--- config.mk ---
export PLATFORM = sky130hd
export DESIGN_NAME = st_ordered_dispatcher
export DESIGN_NICKNAME = d
export VERILOG_FILES = /design/src/rtl/pcie_pkg.sv /design/src/rtl/st_rr_free_select.sv /design/src/rtl/st_ordered_dispatcher.sv
export SDC_FILE = /design/constraint.sdc
export NUM_CORES = 1
export LEC_CHECK = 0
export CORE_AREA = 10 10 480 482
export DETAILED_ROUTE_END_ITERATION = 7
export DIE_AREA = 0 0 490 492
export PLACE_DENSITY_LB_ADDON = 0.3
export SETUP_SLACK_MARGIN = 0.4
export SYNTH_ARGS = -nofsm -noshare
export SYNTH_HDL_FRONTEND = slang
export SYNTH_SLANG_ARGS = --single-unit
--- constraint.sdc ---
create_clock -name clk -period 6.2 [get_ports clk]
set_input_delay 0.93 -clock clk [delete_from_list [all_inputs] [get_ports clk]]
set_output_delay 0.93 -clock clk [all_outputs]
set_load 0.02 [all_outputs]
--- src/rtl/pcie_pkg.sv ---
// Shared definitions for the PCIe-path stream dispatch logic.
// Holds the rotating-priority pick used by the lane selector and the
// statistics counter type.
package pcie_pkg;

  // Upper bound on lane count the rotating pick can scan.
  localparam int unsigned RR_MAX_LANES = 64;
  localparam int unsigned RR_IDX_W     = 6;

  localparam int unsigned STAT_W = 32;
  typedef logic [STAT_W-1:0] stat_cnt_t;

  // Returns the first set bit of mask[nb-1:0], scanning start, start+1, ...
  // modulo nb. nb must be a power of two. When no bit is set the result is
  // start (callers qualify it with their own any-set flag).
  function automatic int unsigned rr_first_set(
    input logic [RR_MAX_LANES-1:0] mask,
    input int unsigned             nb,
    input int unsigned             start
  );
    int unsigned         pick;
    logic                found;
    logic [RR_IDX_W-1:0] idx;
    pick  = start & (nb - 1);
    found = 1'b0;
    for (int unsigned i = 0; i < RR_MAX_LANES; i++) begin
      idx = RR_IDX_W'((start + i) & (nb - 1));
      if (!found && (i < nb) && mask[idx]) begin
        pick  = 32'(idx);
        found = 1'b1;
      end
    end
    return pick;
  endfunction

endpackage

--- src/rtl/st_rr_free_select.sv ---
// Combinational round-robin selector: picks the first free lane starting at
// rr_ptr and reports whether any lane is free at all.
module st_rr_free_select
  import pcie_pkg::*;
#(
  parameter  int NB_OUT = 4,
  localparam int LANE_W = $clog2(NB_OUT)
) (
  input  logic [NB_OUT-1:0] lane_free,
  input  logic [LANE_W-1:0] rr_ptr,
  output logic [LANE_W-1:0] sel,
  output logic              any_free
);

  logic [RR_MAX_LANES-1:0] mask_ext;

  // Widen the free mask to the package scan width and pick the next lane.
  always_comb begin
    mask_ext                = '0;
    mask_ext[NB_OUT-1:0]    = lane_free;
    sel                     = LANE_W'(rr_first_set(mask_ext, 32'(NB_OUT), 32'(rr_ptr)));
    any_free                = |lane_free;
  end

endmodule

--- src/rtl/st_ordered_dispatcher.sv ---
// Ordered dispatcher: spreads one input stream over NB_OUT lanes in
// round-robin order (skipping busy lanes) and emits, for every beat, the lane
// id it went to on the order stream so a downstream ordered mux can rebuild
// the original sequence. Lane and order outputs are registered (1-cycle
// latency). A beat is accepted only when the order register can take its
// token, so tokens and beats are always produced together.
// Optional per-lane beat counters on stat_beats: define ST_DISPATCH_STATS_EN.
module st_ordered_dispatcher
  import pcie_pkg::*;
#(
  parameter  int NB_OUT = 4,
  parameter  int DWIDTH = 250,
  localparam int LANE_W = $clog2(NB_OUT)
) (
  input  logic                           clk,
  input  logic                           rst_n,
  input  logic                           in_valid,
  output logic                           in_ready,
  input  logic [DWIDTH-1:0]              in_data,
  output logic [NB_OUT-1:0]              out_valid,
  input  logic [NB_OUT-1:0]              out_ready,
  output logic [NB_OUT-1:0][DWIDTH-1:0]  out_data,
  output logic                           order_valid,
  input  logic                           order_ready,
  output logic [LANE_W-1:0]              order_data
`ifdef ST_DISPATCH_STATS_EN
  ,
  output logic [NB_OUT-1:0][STAT_W-1:0]  stat_beats
`endif
);

  typedef logic [LANE_W-1:0] lane_id_t;

  if (NB_OUT < 2 || (NB_OUT & (NB_OUT - 1)) != 0 || NB_OUT > RR_MAX_LANES) begin : g_bad_nb_out
    $error("st_ordered_dispatcher: NB_OUT must be a power of two between 2 and 64");
  end

  logic [NB_OUT-1:0]             out_valid_q, out_valid_d;
  logic [NB_OUT-1:0][DWIDTH-1:0] out_data_q, out_data_d;
  logic                          order_valid_q, order_valid_d;
  lane_id_t                      order_data_q, order_data_d;
  lane_id_t                      rr_ptr_q, rr_ptr_d;

  logic [NB_OUT-1:0] lane_free;
  logic              order_free;
  logic              any_free;
  lane_id_t          sel;
  logic              accept;

  // A lane (or the order register) can take a new beat if empty or draining now.
  assign lane_free  = ~out_valid_q | out_ready;
  assign order_free = ~order_valid_q | order_ready;

  st_rr_free_select #(
    .NB_OUT (NB_OUT)
  ) u_sel (
    .lane_free (lane_free),
    .rr_ptr    (rr_ptr_q),
    .sel       (sel),
    .any_free  (any_free)
  );

  // Ready depends only on downstream state so it never loops back through in_valid.
  assign in_ready = order_free & any_free;
  assign accept   = in_valid & in_ready;

  // Next state: drain on downstream ready, load wins over drain on accept.
  always_comb begin
    out_valid_d   = out_valid_q & ~out_ready;
    out_data_d    = out_data_q;
    order_valid_d = order_valid_q & ~order_ready;
    order_data_d  = order_data_q;
    rr_ptr_d      = rr_ptr_q;
    if (accept) begin
      out_valid_d[sel] = 1'b1;
      out_data_d[sel]  = in_data;
      order_valid_d    = 1'b1;
      order_data_d     = sel;
      rr_ptr_d         = sel + lane_id_t'(1);
    end
  end

  // Control state: cleared on reset so in-flight beats and tokens are dropped.
  always_ff @(posedge clk or negedge rst_n) begin
    if (!rst_n) begin
      out_valid_q   <= '0;
      order_valid_q <= 1'b0;
      rr_ptr_q      <= '0;
    end else begin
      out_valid_q   <= out_valid_d;
      order_valid_q <= order_valid_d;
      rr_ptr_q      <= rr_ptr_d;
    end
  end

  // Payload registers carry no reset; they are qualified by the valid bits.
  always_ff @(posedge clk) begin
    out_data_q   <= out_data_d;
    order_data_q <= order_data_d;
  end

  assign out_valid   = out_valid_q;
  assign out_data    = out_data_q;
  assign order_valid = order_valid_q;
  assign order_data  = order_data_q;

`ifdef ST_DISPATCH_STATS_EN
  logic [NB_OUT-1:0][STAT_W-1:0] stat_q, stat_d;

  // Count accepted beats per lane; counters wrap naturally.
  always_comb begin
    stat_d = stat_q;
    if (accept) begin
      stat_d[sel] = stat_q[sel] + STAT_W'(1);
    end
  end

  // Statistics register.
  always_ff @(posedge clk or negedge rst_n) begin
    if (!rst_n) begin
      stat_q <= '0;
    end else begin
      stat_q <= stat_d;
    end
  end

  assign stat_beats = stat_q;
`else
  // Statistics disabled: no counters and no stat_beats port.
`endif

endmodule

==> results.md <==
Setup path:
- The combined buffer and inverter count along the critical path is 4.
- STA puts the critical path data required time at 6.57 ns.
- The signal on the critical path passes through clkdlybuf4s50_1 > nor2b_1 > o22ai_1 > a22oi_1 > and2_1 > ha_2 > nand2_2 > clkinvlp_4 > buf_4 > buf_4.
- In this design, the stage delay of the slowest critical-path cell is 0.80 ns.
- In this design, the largest share of critical-path delay is due to buffers and inverters.
- Among all stages on the critical path, the largest delay is contributed by sky130_fd_sc_hd__buf_4.
- Data on the critical path arrives at its endpoint at 4.32 ns.
- The largest fanout on the critical path is 58.
- In this design, the critical path's most frequently occurring cell is sky130_fd_sc_hd__buf_4.
- The type of the worst setup path is in2reg.
- The critical path capture point type is a register.
- The sort of element at the start of the critical path is an input pin.

CTS:
- The clock slew seen by the registers of the worst setup and hold paths is 0.06 ns.
- The TritonCTS clock tree is yes.
- In this run the clock root is driven by a sky130_fd_sc_hd__clkbuf_16.
- In this run, CTS created clock tree buffers numbering 115.
- CTS built an H-tree with a depth of 3.
- The clock net in this run drives a total of 1009 sinks.
- The buffers inserted during post-CTS setup optimization is 0.
- The number of hold buffers added after cts is 0.
- The clock latency of the later-clocked register in the worst-skew pair is 0.78 ns.
- Gates resized during post-CTS repair numbered 0.
- The clock passes through at most 3 buffers.

Global route:
- The layer flagged by global routing as most heavily used is met2.
- The global-route wire length before repair is 193 mm.
- For this run, the total global-route usage over all layers was measured as 11.9%.
- Global routing consumed, on the met2 layer, 19.2% of the routing resources.
- In the global route stage, met3 resource usage came out at 6.38%.
- The number of antenna violations at the first check in global routing is 40.
- Global routing finished with a remaining overflow of 0.
- The largest net degree at the start of global routing is 91.
- The number of global-route vias before repair is 18200.
- In the global route stage, met1 resource usage came out at 13.7%.

Power and ir drop:
- The clock network accounts for 30.7% of the total power.
- The switching power summed over all nets is 6.78 mW.
- The combinational group share of total power is 25.6%.
- In this run switching power makes up 31.1% of total power.
- The analysis attributes to cell leakage a power of 16.4 nW.
- The power per unit of standard cell area is 427 mW/mm^2.
- The final total power is 21.8 mW.
- The internal portion of the total power is 15.0 mW.
- Of the total power, registers draw 43.7%.
- The peak supply drop is 0.240 mV.

Synth:
- The number of distinct library cells after synthesis is 24.
- Of all flip-flops after synthesis, the portion carrying an async set or reset was 0.694%.
- In this run, synthesis produced a sequential element count of 1009.
- The count of synthesis-stage warnings from yosys is 0.
- In this run, synthesis inferred 1002 flip-flops with an integrated enable.
- The synthesized instance count is 1055.
- The sequential share of the synthesized area is 98.9%.
- The mean post-synth cell area is 29.0 sq um.
- The most used flip-flop cell after synthesis is sky130_fd_sc_hd__edfxtp_1.
- In this run the cell area of the synthesized design comes to 0.0306 sq mm.
- The synthesized netlist net count is 1317.

Floorplan:
- Once the floorplan was initialized, standard cells occupied 13.8% of the core.
- The I/O pin total is 1266.
- The number of core rows is 173.
- The die is 492 um tall.
- The die area is 0.241 sq mm.
- The placeable core area is 0.221 sq mm.
- Measured along the x axis, the die boundary spans 490 um.

Placed design:
- The number of buffers added on ports is 1265.
- Detailed placement finished with a half-perimeter wire length of 119 mm.
- The global placement routability congestion is 0.790.
- After detailed placement, the total cell area comes to 0.0474 sq mm.

Cells and area:
- After routing the design area is 0.0511 sq mm.
- From synthesis to final layout, the design area changed by 67.0%.
- The number of nets in the layout is 2738.
- The fraction of final layout cells with drive strength greater than 1 is 8.16%.
- The number of inserted filler cells in the final layout is 23000.

Timing:
- The maximum clock skew at final layout is 0.0660 ns.
- For the pin with the worst max-slew slack, the measured transition is 0.979 ns.
- Dividing the final minimum period by the clock period gives 63.7%.
- The minimum period implied by the final worst setup slack is 3.95 ns.
- The final hold violation count is 0.
- Headroom to the max-slew limit came out at 34.8%.
- The final worst hold slack is 0.441 ns.
- The count of pins over their slew limit is 0.
- Derived from the worst setup path, the maximum achievable clock frequency is 253 MHz.
- Setup repair after global routing left no endpoint under its margin.
- Adding up every negative setup slack in the final design gives 0 ns.
- Setup violations remaining at the end of the flow were counted as 0.

Route:
- The overall routed net length is 151 mm.
- The detail route stage leaves a number of antenna-violating nets equal to 0.
- The number of detailed-route iterations in the first pass is 4.
- The post-detailed-route wirelength per cell is 27.3 um.
- The number of design rule violations left after detail routing is 0.
- The number of violations reported at the end of detailed-routing iteration 0 is 1404.
- The routed layout has 17500 vias.
- After detailed routing, the number of vias per cell comes to 3.15.

Run status:
- The run finished with clean final reports.

Min path:
- The worst hold path belongs to the class in2async.

Flow run:
- The max capacitance violation total is 0.
==> final timing paths <==
path,from,cells past startpoint,to,slack [ns]
setup reg to reg,out_valid[2]$_DFF_PN0_,9,out_data[971]$_DFFE_PP_,2.45
hold reg to reg,order_valid$_DFF_PN0_,2,order_valid$_DFF_PN0_,0.55
hold / removal,rst_n,1,order_valid$_DFF_PN0_,0.44
setup / recovery,out_ready[2],10,out_data[971]$_DFFE_PP_,2.25
min in group clk,order_valid$_DFF_PN0_,2,order_valid$_DFF_PN0_,0.55
max in group asynchronous,rst_n,1,out_valid[2]$_DFF_PN0_,5.48
==> metal layers <==
layer	part of all wire [%]	vias up
met5	0.0046	-
met4	2.2	2
met3	13	160
met2	47	1115
met1	39	9010
li1	-	7207
==> power groups by stage <==
stage          Clock [mW]  Combinational, mW  Sequential, mW
2_1_floorplan           0              0.654            11.2
3_3_place_gp            0               5.76            9.67
3_5_place_dp            0               5.73            9.67
4_1_cts              6.93               5.75            9.55
5_1_grt              7.19               5.87            9.64
6_report             6.69               5.58            9.53
==> sequential cells by signal, indices dropped and copies added (netlist names) <==
signal       cells
rr_ptr_q         2
out_valid        4
order_data       2
out_data      1000
order_valid      1
==> worst register-to-register path: cells and delay by family (launching register included) <==
| kind | cells | cell delay (ns) |
|---|---|---|
| flip-flops | 1 | 0.36 |
| AND/OR/NAND/NOR | 3 | 0.65 |
| buffers and inverters | 3 | 1.61 |
| AO/OA/AOI/OAI | 2 | 0.40 |
| adder cells (fa/ha/maj) | 1 | 0.20 |
==> cell usage in the layout, fill, tap and decap left out, types with 2 or more instances in the layout <==
cell and instances:
sky130_fd_sc_hd__clkbuf_1 24, sky130_fd_sc_hd__diode_2 17, sky130_fd_sc_hd__o31a_1 2, sky130_fd_sc_hd__dfrtp_1 7
sky130_fd_sc_hd__o22ai_1 2, sky130_fd_sc_hd__clkinv_4 3, sky130_fd_sc_hd__or2_1 2, sky130_fd_sc_hd__clkinv_16 4
sky130_fd_sc_hd__ha_1 3, sky130_fd_sc_hd__inv_1 2, sky130_fd_sc_hd__nand2_2 2, sky130_fd_sc_hd__nand2_1 4
sky130_fd_sc_hd__clkinv_2 15, sky130_fd_sc_hd__buf_12 8, sky130_fd_sc_hd__edfxtp_1 1002, sky130_fd_sc_hd__and2_4 2
sky130_fd_sc_hd__nor2_1 3, sky130_fd_sc_hd__clkbuf_16 118, sky130_fd_sc_hd__clkinvlp_4 4, sky130_fd_sc_hd__inv_6 7
sky130_fd_sc_hd__clkinv_1 20, sky130_fd_sc_hd__clkdlybuf4s50_1 1265, sky130_fd_sc_hd__o21bai_1 2, sky130_fd_sc_hd__nand2b_1 3
sky130_fd_sc_hd__bufinv_16 8, sky130_fd_sc_hd__nor2b_1 2, sky130_fd_sc_hd__buf_4 33
==> cells by family (layout without fill, tap and decap cells) <==
kind of cell	after synthesis	after routing	share of synthesized area, %
buf+inv	6	1512	0.123
other cells	0	17	0
mux	1	1	0.0368
compound gates	14	14	0.315
simple gates	21	21	0.413
fa+ha+maj	4	4	0.164
flops	1009	1009	98.9
==> through the flow <==
| step | instances | setup WS (ns) | utilization, % |
|---|---|---|---|
| after global placement | 5334 | 1.45 | 21.4 |
| after global routing | 5539 | 2.14 | 23.1 |
| after detailed placement | 5334 | 1.47 | 21.4 |
| final | 5553 | 2.25 | 23.1 |
| after CTS | 5536 | 2.34 | 23.1 |
| after floorplan | 1055 | 0.181 | - |
==> cell type report <==
| type | count | area, sq um | area share (%) |
|---|---|---|---|
| well taps | 2975 | 3720 | 7.29 |
| flip-flops and latches | 1009 | 30300 | 59.2 |
| clock inverters | 60 | 624 | 1.22 |
| inverters | 4 | 22.5 | 0.0441 |
| clock buffers | 142 | 3040 | 5.96 |
| diodes | 17 | 42.5 | 0.0833 |
| multi-input cells | 40 | 299 | 0.585 |
| repair buffers | 1306 | 13100 | 25.6 |
==> cells in the mapped netlist (all sizes together), types with 3 or more instances <==
cell       n  area [sq um]
inv        4          15.0
ha         4          50.1
and2       3          23.8
edfxtp  1002         30100
nand2b     4          32.5
nand2      6          22.5
dfrtp      7           175
nor2       3          11.3
(Power assumes the default switching activity.)
